**config.mk**
```make
export PLATFORM = sky130hd
export DESIGN_NAME = aibcr3_str_dll_lockctl
export DESIGN_NICKNAME = d
export VERILOG_FILES = /design/src/rtl/aibcr3_str_dll_lockctl.sv
export SDC_FILE = /design/constraint.sdc
export NUM_CORES = 1
export LEC_CHECK = 0
export ABC_AREA = 1
export BUFFER_PORTS_ARGS = -buffer_cell sky130_fd_sc_hd__clkbuf_2
export CAP_MARGIN = 20
export CORE_ASPECT_RATIO = 0.8
export CORE_UTILIZATION = 56
export DETAILED_ROUTE_END_ITERATION = 6
export PLACE_DENSITY = 0.74
export SLEW_MARGIN = 20
export SYNTH_ARGS = -nofsm -noshare
export SYNTH_HDL_FRONTEND = slang
export SYNTH_SLANG_ARGS = --single-unit
```
**constraint.sdc**
```tcl
create_clock -name clk_pll -period 4.8 [get_ports clk_pll]
set_input_delay 0.72 -clock clk_pll [delete_from_list [all_inputs] [get_ports clk_pll]]
set_output_delay 0.72 -clock clk_pll [all_outputs]
set_load 0.01 [all_outputs]
```
**src/rtl/aibcr3_str_dll_lockctl.sv**
```systemverilog
// Strobe-DLL lock controller.
// Integrates phase-detector up/down votes over a fixed window, steps the
// 11-bit delay code by one when the vote clears a threshold, and declares
// lock after enough consecutive windows that did not advance the code.
module aibcr3_str_dll_lockctl #(
    parameter int SETTLE_CYC = 8,
    parameter int WIN_CYC    = 16,
    parameter int THRESH     = 4,
    parameter int LOCK_CNT   = 4
) (
    input  logic        clk_pll,
    input  logic        rst_n,
    input  logic        lock_req,
    input  logic        t_up,
    input  logic        t_down,
    input  logic [10:0] csr_init_code,
    output logic [7:0]  f_gray,
    output logic [2:0]  i_gray,
    output logic [10:0] code_bin,
    output logic        code_valid,
    output logic        phdet_reset_n,
    output logic        dll_lock,
    output logic        sat_err
);

    typedef enum logic [2:0] {IDLE, PDRST, SETTLE, MEASURE, UPDATE} state_t;
    typedef enum logic [1:0] {DIR_HOLD, DIR_UP, DIR_DN} dir_t;

    localparam logic [7:0]        SETTLE_LAST = 8'(SETTLE_CYC - 1);
    localparam logic [7:0]        WIN_LAST    = 8'(WIN_CYC - 1);
    localparam logic signed [8:0] THR_POS     = 9'(THRESH);
    localparam logic signed [8:0] THR_NEG     = 9'(-THRESH);
    localparam logic [3:0]        LOCK_TGT    = 4'(LOCK_CNT);

    state_t            state;
    dir_t              last_dir;
    dir_t              dir;
    logic [7:0]        cyc_cnt;
    logic signed [8:0] acc;
    logic signed [8:0] vote;
    logic [3:0]        lock_ctr;
    logic [3:0]        lock_ctr_nxt;
    logic [10:0]       code;
    logic              sat_hit;
    logic              non_adv;

    assign code_bin = code;

    // Translate the phase-detector pair into a signed single-cycle vote
    always_comb begin
        vote = 9'sd0;
        if (t_up && !t_down) begin
            vote = 9'sd1;
        end else if (!t_up && t_down) begin
            vote = -9'sd1;
        end
    end

    // Step decision and lock bookkeeping for the window that just closed
    always_comb begin
        dir = DIR_HOLD;
        if (acc >= THR_POS) begin
            dir = DIR_UP;
        end else if (acc <= THR_NEG) begin
            dir = DIR_DN;
        end
        sat_hit = ((dir == DIR_UP) && (code == 11'h7FF)) ||
                  ((dir == DIR_DN) && (code == 11'h000));
        non_adv = (dir == DIR_HOLD) ||
                  ((dir == DIR_UP) && (last_dir == DIR_DN)) ||
                  ((dir == DIR_DN) && (last_dir == DIR_UP));
        lock_ctr_nxt = 4'd0;
        if (!sat_hit && non_adv) begin
            lock_ctr_nxt = (lock_ctr == 4'd15) ? 4'd15 : lock_ctr + 4'd1;
        end
    end

    // Main loop FSM: reset phase detector, settle, measure, update code
    always_ff @(posedge clk_pll or negedge rst_n) begin
        if (!rst_n) begin
            state         <= IDLE;
            last_dir      <= DIR_HOLD;
            cyc_cnt       <= 8'd0;
            acc           <= 9'sd0;
            lock_ctr      <= 4'd0;
            code          <= 11'd0;
            code_valid    <= 1'b0;
            phdet_reset_n <= 1'b0;
            dll_lock      <= 1'b0;
            sat_err       <= 1'b0;
        end else if (state == IDLE) begin
            phdet_reset_n <= 1'b0;
            code_valid    <= 1'b0;
            dll_lock      <= 1'b0;
            cyc_cnt       <= 8'd0;
            if (lock_req) begin
                state    <= PDRST;
                code     <= csr_init_code;
                sat_err  <= 1'b0;
                lock_ctr <= 4'd0;
                last_dir <= DIR_HOLD;
            end
        end else if (!lock_req) begin
            state         <= IDLE;
            phdet_reset_n <= 1'b0;
            code_valid    <= 1'b0;
            dll_lock      <= 1'b0;
            cyc_cnt       <= 8'd0;
        end else begin
            unique case (state)
                PDRST: begin
                    if (cyc_cnt == 8'd1) begin
                        state         <= SETTLE;
                        cyc_cnt       <= 8'd0;
                        phdet_reset_n <= 1'b1;
                        code_valid    <= 1'b1;
                    end else begin
                        cyc_cnt <= cyc_cnt + 8'd1;
                    end
                end
                SETTLE: begin
                    if (cyc_cnt == SETTLE_LAST) begin
                        state   <= MEASURE;
                        cyc_cnt <= 8'd0;
                        acc     <= 9'sd0;
                    end else begin
                        cyc_cnt <= cyc_cnt + 8'd1;
                    end
                end
                MEASURE: begin
                    acc <= acc + vote;
                    if (cyc_cnt == WIN_LAST) begin
                        state   <= UPDATE;
                        cyc_cnt <= 8'd0;
                    end else begin
                        cyc_cnt <= cyc_cnt + 8'd1;
                    end
                end
                UPDATE: begin
                    acc      <= 9'sd0;
                    lock_ctr <= lock_ctr_nxt;
                    if (lock_ctr_nxt >= LOCK_TGT) begin
                        dll_lock <= 1'b1;
                    end
                    if (dir != DIR_HOLD) begin
                        last_dir <= dir;
                    end
                    if (sat_hit) begin
                        sat_err <= 1'b1;
                        state   <= MEASURE;
                    end else if (dir == DIR_UP) begin
                        code  <= code + 11'd1;
                        state <= SETTLE;
                    end else if (dir == DIR_DN) begin
                        code  <= code - 11'd1;
                        state <= SETTLE;
                    end else begin
                        state <= MEASURE;
                    end
                end
                default: begin
                    state <= IDLE;
                end
            endcase
        end
    end

    // Gray-coded delay-line outputs trail the code register by one cycle
    always_ff @(posedge clk_pll or negedge rst_n) begin
        if (!rst_n) begin
            f_gray <= 8'd0;
            i_gray <= 3'd0;
        end else begin
            f_gray <= code[10:3] ^ {1'b0, code[10:4]};
            i_gray <= code[2:0] ^ {1'b0, code[2:1]};
        end
    end

endmodule

```
==> results.json, run 1 <==
{
  "syn-cell-area_sq_um": 3538,
  "rr_worst_depth": 13,
  "max_freq_mhz": 401.7,
  "relSlewSlack_pct": 57.17,
  "synth_nets": 500,
  "viasPerCell": 5.357,
  "power_frac_clock_pct": 10.4,
  "htreeDepth": 2,
  "crit-reg2reg-launch": "acc[7]",
  "worst_hold_path.endpoint": "f_gray[7]",
  "vdd.ir_drop.worst_uv": 423.4,
  "insertion_delay_ns": 0.31,
  "yosys.area.top_type_share_pct": 36.07,
  "p_int_mw": 1.448,
  "grt_pass1_wl_microns": 13430,
  "dr.max_layer_used": "met4",
  "ys.flop_type": "dfrtp_1",
  "outcome": "completed",
  "die-width_microns": 90.87,
  "postSynthAreaPerCell_sq_um": 7.692,
  "synth-edff-count": 0,
  "wl_met2_microns": 3362,
  "path_max_fanout": 9,
  "coreArea_sq_um": 6006,
  "cts.sinks": 51,
  "detail_route.wl_per_cell_microns": 13.68,
  "rows": 25,
  "finalSetupViolCount": 0,
  "grt_max_degree": 52,
  "dp_hpwl_microns": 5920,
  "wl_met1_microns": 4063,
  "overflow": 0,
  "yosys_warnings": 0,
  "synth_area_leader_cell": "dfrtp_1",
  "first_pass_iters": 6,
  "numCtsBuffers": 5,
  "slew_violations": 0,
  "layout_common_cells": "nand2_1, inv_1, dfrtp_1",
  "drive_above_1_share_pct": 20.63,
  "clockRootBuffer": "clkbuf_8",
  "power.density_nw_per_um2": 781.3,
  "synth-seq-area-share_pct": 36.07,
  "final_common_cell": "nand2_1",
  "p_sw_mw": 1.610,
  "worstSetupEndpointType": "flip-flop",
  "cts_tree": "done",
  "drtAntennaViolNets": 0,
  "p_comb_share_pct": 65.2,
  "antenna_cells": 0,
  "holdPathStages": 0,
  "grt_setup_unrepaired": "no",
  "nets": 543,
  "routed_wl_microns": 8002,
  "syn-instance-count": 460,
  "async_flop_share_pct": 100.0,
  "sw_frac_of_total_pct": 52.64,
  "tightest_slew_ns": 0.6424,
  "ios": 42,
  "period_share_pct": 51.87,
  "vias": 3134,
  "antenna_found_initial": 0,
  "fin_skew_ns": 0.006587,
  "portBuffers": 41,
  "grt_pass1_vias": 2843,
  "hold_viol": 0,
  "dr_wl_met3_microns": 510,
  "post_synth_num_cell_types": 44,
  "holdBufCountCts": 0,
  "fin_util_pct": 65.17,
  "grtUsageTotal_pct": 25.64,
  "rrSetupSlack_ns": 2.39,
  "die_area_sq_um": 6642,
  "die_y_microns": 73.10,
  "hp-class": "reg2reg",
  "max-cap-violations": 0,
  "yosys-top-cells-area": "dfrtp_1, nand2_1, ha_1",
  "required_ns": 5.01,
  "post_cts_buffers": 0,
  "cp.arrival_ns": 2.70,
  "hold_ws_ns": 0.4873,
  "power_leakage_nw": 2.075,
  "initial_core_util_pct": 58.92,
  "clk_pin_slew_worst_paths_ns": 0.09,
  "routabilityCongestion": 0.9266,
  "finalCriticalPeriod_ns": 2.490,
  "startpoint_type": "input pin",
  "hold_start": "code_bin[10]",
  "area_growth_pct": 10.61,
  "seqPwrFrac_pct": 24.5,
  "cts_resized": 0,
  "nFillCells": 544,
  "r2r_end": "code_bin[6]",
  "fin_tns_setup_ns": 0,
  "synth-seq-cells": 51,
  "worstSetupPathType": "in2reg",
  "clockBufferDepth": 2,
  "drt_iter0_markers": 252,
  "drc": 0
}
sequential cells by signal, summed over array words and instances (netlist names):
signal	count
acc	9
last_dir	2
cyc_cnt	8
code_bin	11
i_gray	3
f_gray	8
phdet_reset_n	1
state	3
dll_lock	1
lock_ctr	4
sat_err	1
kinds of logic after synthesis:
logic type / synth area share (%)
adders and majority gates: 8.911
buffers and inverters: 9.406
AOI/OAI and AO/OA: 12.34
and+or+nand+nor: 30.06
xor gates and xnor gates: 3.218
DFF: 36.07
layout make-up:
cell class / instances / area [sq um] / share of cell area [%]
sequential: 51 / 1276 / 32.61
clock inverter: 2 / 35.03 / 0.8951
inverter: 73 / 276.5 / 7.065
multi-input combinational: 330 / 1929 / 49.30
tap: 81 / 101.3 / 2.590
timing repair buffer: 42 / 212.7 / 5.435
clock buffer: 6 / 82.58 / 2.110
metal layers:
layer | up-vias | track usage (%)
met4 | 0 | 5.467
met1 | 1451 | 37.68
met3 | 8 | 5.313
met2 | 106 | 39.23
li1 | 1569 | -
met5 | - | 0
worst max-delay path, cell delays in order:
cell and delay (ns):
clkbuf_2 0.08, inv_1 0.05, ha_1 0.40, ha_1 0.36, a21oi_1 0.17, nand2_1 0.10, nand2_1 0.07, nand2_1 0.05
a21oi_1 0.17, nor2_1 0.08, o21ai_0 0.20, nand3b_1 0.10, nand3_1 0.09, nand2_1 0.05
power by group through the flow:
stage	clock network [mW]	logic [mW]	registers [mW]
floorplan	0	1.54	0.760
global placement	0	1.92	0.746
detailed placement	0	1.96	0.753
CTS	0.322	1.97	0.745
global route	0.335	2.24	0.769
finish	0.317	1.99	0.748
stage by stage:
step / power (mW) / instances / worst slack, ns / cell area (sq um)
finish: 3.058 / 585 / 2.310 / 3914
floorplan: 2.298 / 460 / 2.268 / 3538
CTS: 3.038 / 585 / 2.308 / 3914
global route: 3.348 / 585 / 2.101 / 3914
global placement: 2.665 / 577 / 2.091 / 3796
detailed placement: 2.710 / 577 / 1.982 / 3796
synth_stat cells (2+ instances only):
cell type / count
a32o_1: 2
a31oi_1: 2
o22ai_1: 11
a21oi_2: 5
nor2_1: 40
ha_1: 22
o21ai_1: 5
nand2_2: 13
nand4_1: 4
inv_2: 9
buf_2: 2
inv_1: 63
or2_2: 2
xnor2_1: 3
xor2_1: 10
nor2_2: 9
nor2_4: 2
nand3_2: 4
nor3_1: 11
fa_1: 2
dfrtp_1: 51
nand3_1: 26
a21oi_1: 22
nand3b_1: 2
buf_4: 2
o21ai_0: 16
nand2_1: 102
nand2_4: 2
worst max path at each step:
stage                     from      to  slack [ns]  cells past startpoint
after detailed placement  t_up  acc[7]        1.98                     14
after global routing      t_up  acc[7]        2.10                     15
after floorplan           t_up  acc[8]        2.27                     16
after global placement    t_up  acc[8]        2.09                     17
final                     t_up  acc[7]        2.31                     14
after CTS                 t_up  acc[7]        2.31                     14
Note: power is estimated with default switching activity, not from simulation.
==> run 2: changes to the inputs <==
CORE_UTILIZATION = 53   (was 56)
PLACE_DENSITY = 0.73   (was 0.74)
clock period = 2.14 ns   (was 4.8 ns; I/O delays follow)
==> run 2 against run 1 <==
Against the previous run: total power up 140%; setup slack worse by 2.2 ns; clock power is 62% higher; core utilization down 0.66 points; critical path depth shrank 1; critical endpoint is now code_bin[8]; largest cell class unchanged; highest routed layer unchanged.
==> results.json, run 2 (synthesis gave the netlist of run 1 again) <==
{
  "outcome": "completed",
  "crit-reg2reg-launch": "acc[3]",
  "rows": 26,
  "power_leakage_nw": 2.177,
  "finalCriticalPeriod_ns": 2.038,
  "drtAntennaViolNets": 0,
  "dr_wl_met3_microns": 432,
  "die-width_microns": 93.35,
  "die_y_microns": 75.08,
  "clockRootBuffer": "clkbuf_8",
  "dr.max_layer_used": "met4",
  "nets": 565,
  "overflow": 0,
  "drive_above_1_share_pct": 26.53,
  "fin_skew_ns": 0.008282,
  "startpoint_type": "flip-flop",
  "portBuffers": 41,
  "drc": 0,
  "crit_slowest_cell": "dfrtp_1",
  "cp.arrival_ns": 2.24,
  "period_share_pct": 95.23,
  "initial_core_util_pct": 55.21,
  "drt_iter0_markers": 180,
  "largest_reg_flops": 11,
  "slew_violations": 0,
  "final_common_cell": "nand2_1",
  "dp_hpwl_microns": 6175,
  "fin_util_pct": 64.51,
  "vdd.ir_drop.worst_uv": 1077,
  "die_area_sq_um": 7009,
  "numCtsBuffers": 5,
  "grt_pass1_wl_microns": 13100,
  "worstSetupEndpointType": "flip-flop",
  "grt_pass1_vias": 2773,
  "max-cap-violations": 0,
  "rrSetupSlack_ns": 0.10,
  "power.density_nw_per_um2": 1764,
  "required_ns": 2.34,
  "coreArea_sq_um": 6409,
  "htreeDepth": 2,
  "grt_max_degree": 29,
  "hold_ws_ns": 0.05428,
  "routed_wl_microns": 8064,
  "path_max_fanout": 3,
  "critPathMaxStageDelay_ns": 0.41,
  "place_ws_ns": -0.2611,
  "setup_ws_ns": 0.1021,
  "clk_pin_slew_worst_paths_ns": 0.09,
  "hp-class": "in2async",
  "wl_met2_microns": 3434,
  "grt_setup_unrepaired": "yes",
  "finalSetupViolCount": 0,
  "antenna_found_initial": 0,
  "hold_viol": 0,
  "vias": 3170,
  "layout_common_cells": "nand2_1, inv_1, dfrtp_1",
  "antenna_cells": 0,
  "rr_worst_depth": 13,
  "relSlewSlack_pct": 52.89,
  "final_cells": 608,
  "tightest_slew_ns": 0.7066,
  "max_freq_mhz": 490.7,
  "grtUsageTotal_pct": 24.25,
  "crit_top_cell": "nand2_1",
  "detail_route.wl_per_cell_microns": 13.26,
  "crit_start": "acc[3]",
  "first_pass_iters": 4,
  "wl_met1_microns": 4114,
  "clockBufferDepth": 2,
  "routabilityCongestion": 0.8953,
  "ios": 42,
  "cts_tree": "done",
  "insertion_delay_ns": 0.30,
  "placed_cells": 601,
  "viasPerCell": 5.214,
  "r2r_end": "code_bin[8]",
  "total_power_mw": 7.293,
  "worstSetupPathType": "reg2reg",
  "cts.sinks": 51,
  "crit_chain": "nor2_2 > nand3_4 > nand2_8 > inv_4 > fa_2 > inv_2 > nand2_4 > o21ai_4 > nand2_2 > nand3_2 > nand3_1 > nand2_1 > nand2_1",
  "area_growth_pct": 16.83
}
run 2: changes by cell type in the layout (fill, tap and decap cells not counted), sizes merged:
cell    before  now
buf          1   23
clkinv       1    0
bufinv       1    0
run 2: through the flow:
stage	cell area, sq um	TNS (ns)
4_1_cts	4043	0
3_5_place_dp	3970	-0.4743
3_3_place_gp	3970	-0.1568
5_1_grt	4134	-0.1086
6_report	4134	0
2_1_floorplan	3538	0
run 2: worst max-delay path by stage:
| stage | to | cells past startpoint |
|---|---|---|
| 6_report | code_bin[8] | 13 |
| 5_1_grt | code_bin[9] | 16 |
| 4_1_cts | code_bin[9] | 16 |
| 3_5_place_dp | acc[8] | 17 |
| 3_3_place_gp | acc[8] | 17 |
| 2_1_floorplan | acc[8] | 16 |
run 2: report_power, final:
| part | total [mW] | switching (mW) | internal, mW |
|---|---|---|---|
| logic | 5.17 | 3.15 | 2.01 |
| registers | 1.61 | 0.309 | 1.30 |
| clock network | 0.512 | 0.293 | 0.219 |
run 2: worst max-delay path: cells and delay by family, from the launching register on:
kind | cells | cell delay, ns
fa+ha+maj | 1 | 0.36
buf+inv | 2 | 0.13
compound gates | 1 | 0.19
simple gates | 9 | 0.84
flops | 1 | 0.41
run 2: per-layer routing:
layer | global-route usage, % | vias to the layer above
li1 | - | 1607
met1 | 36.70 | 1475
met2 | 36.27 | 80
met3 | 4.444 | 8
met4 | 5.299 | 0
met5 | 0 | -
run 2: cell type report:
type | instances | area (sq um)
fillers | 552 | 2275
multi-input cells | 330 | 2008
flip-flops and latches | 51 | 1277
repair buffers | 64 | 394.1
inverters | 73 | 276.5
well taps | 84 | 105.1
clock buffers | 6 | 72.57
run 2: timing repair:
action | 4_1_cts | 5_1_grt
endpoints found under the setup margin | 0 | 10
hold buffers | 0 | 0
buffers inserted | 0 | 1
gates resized for setup | 0 | 24
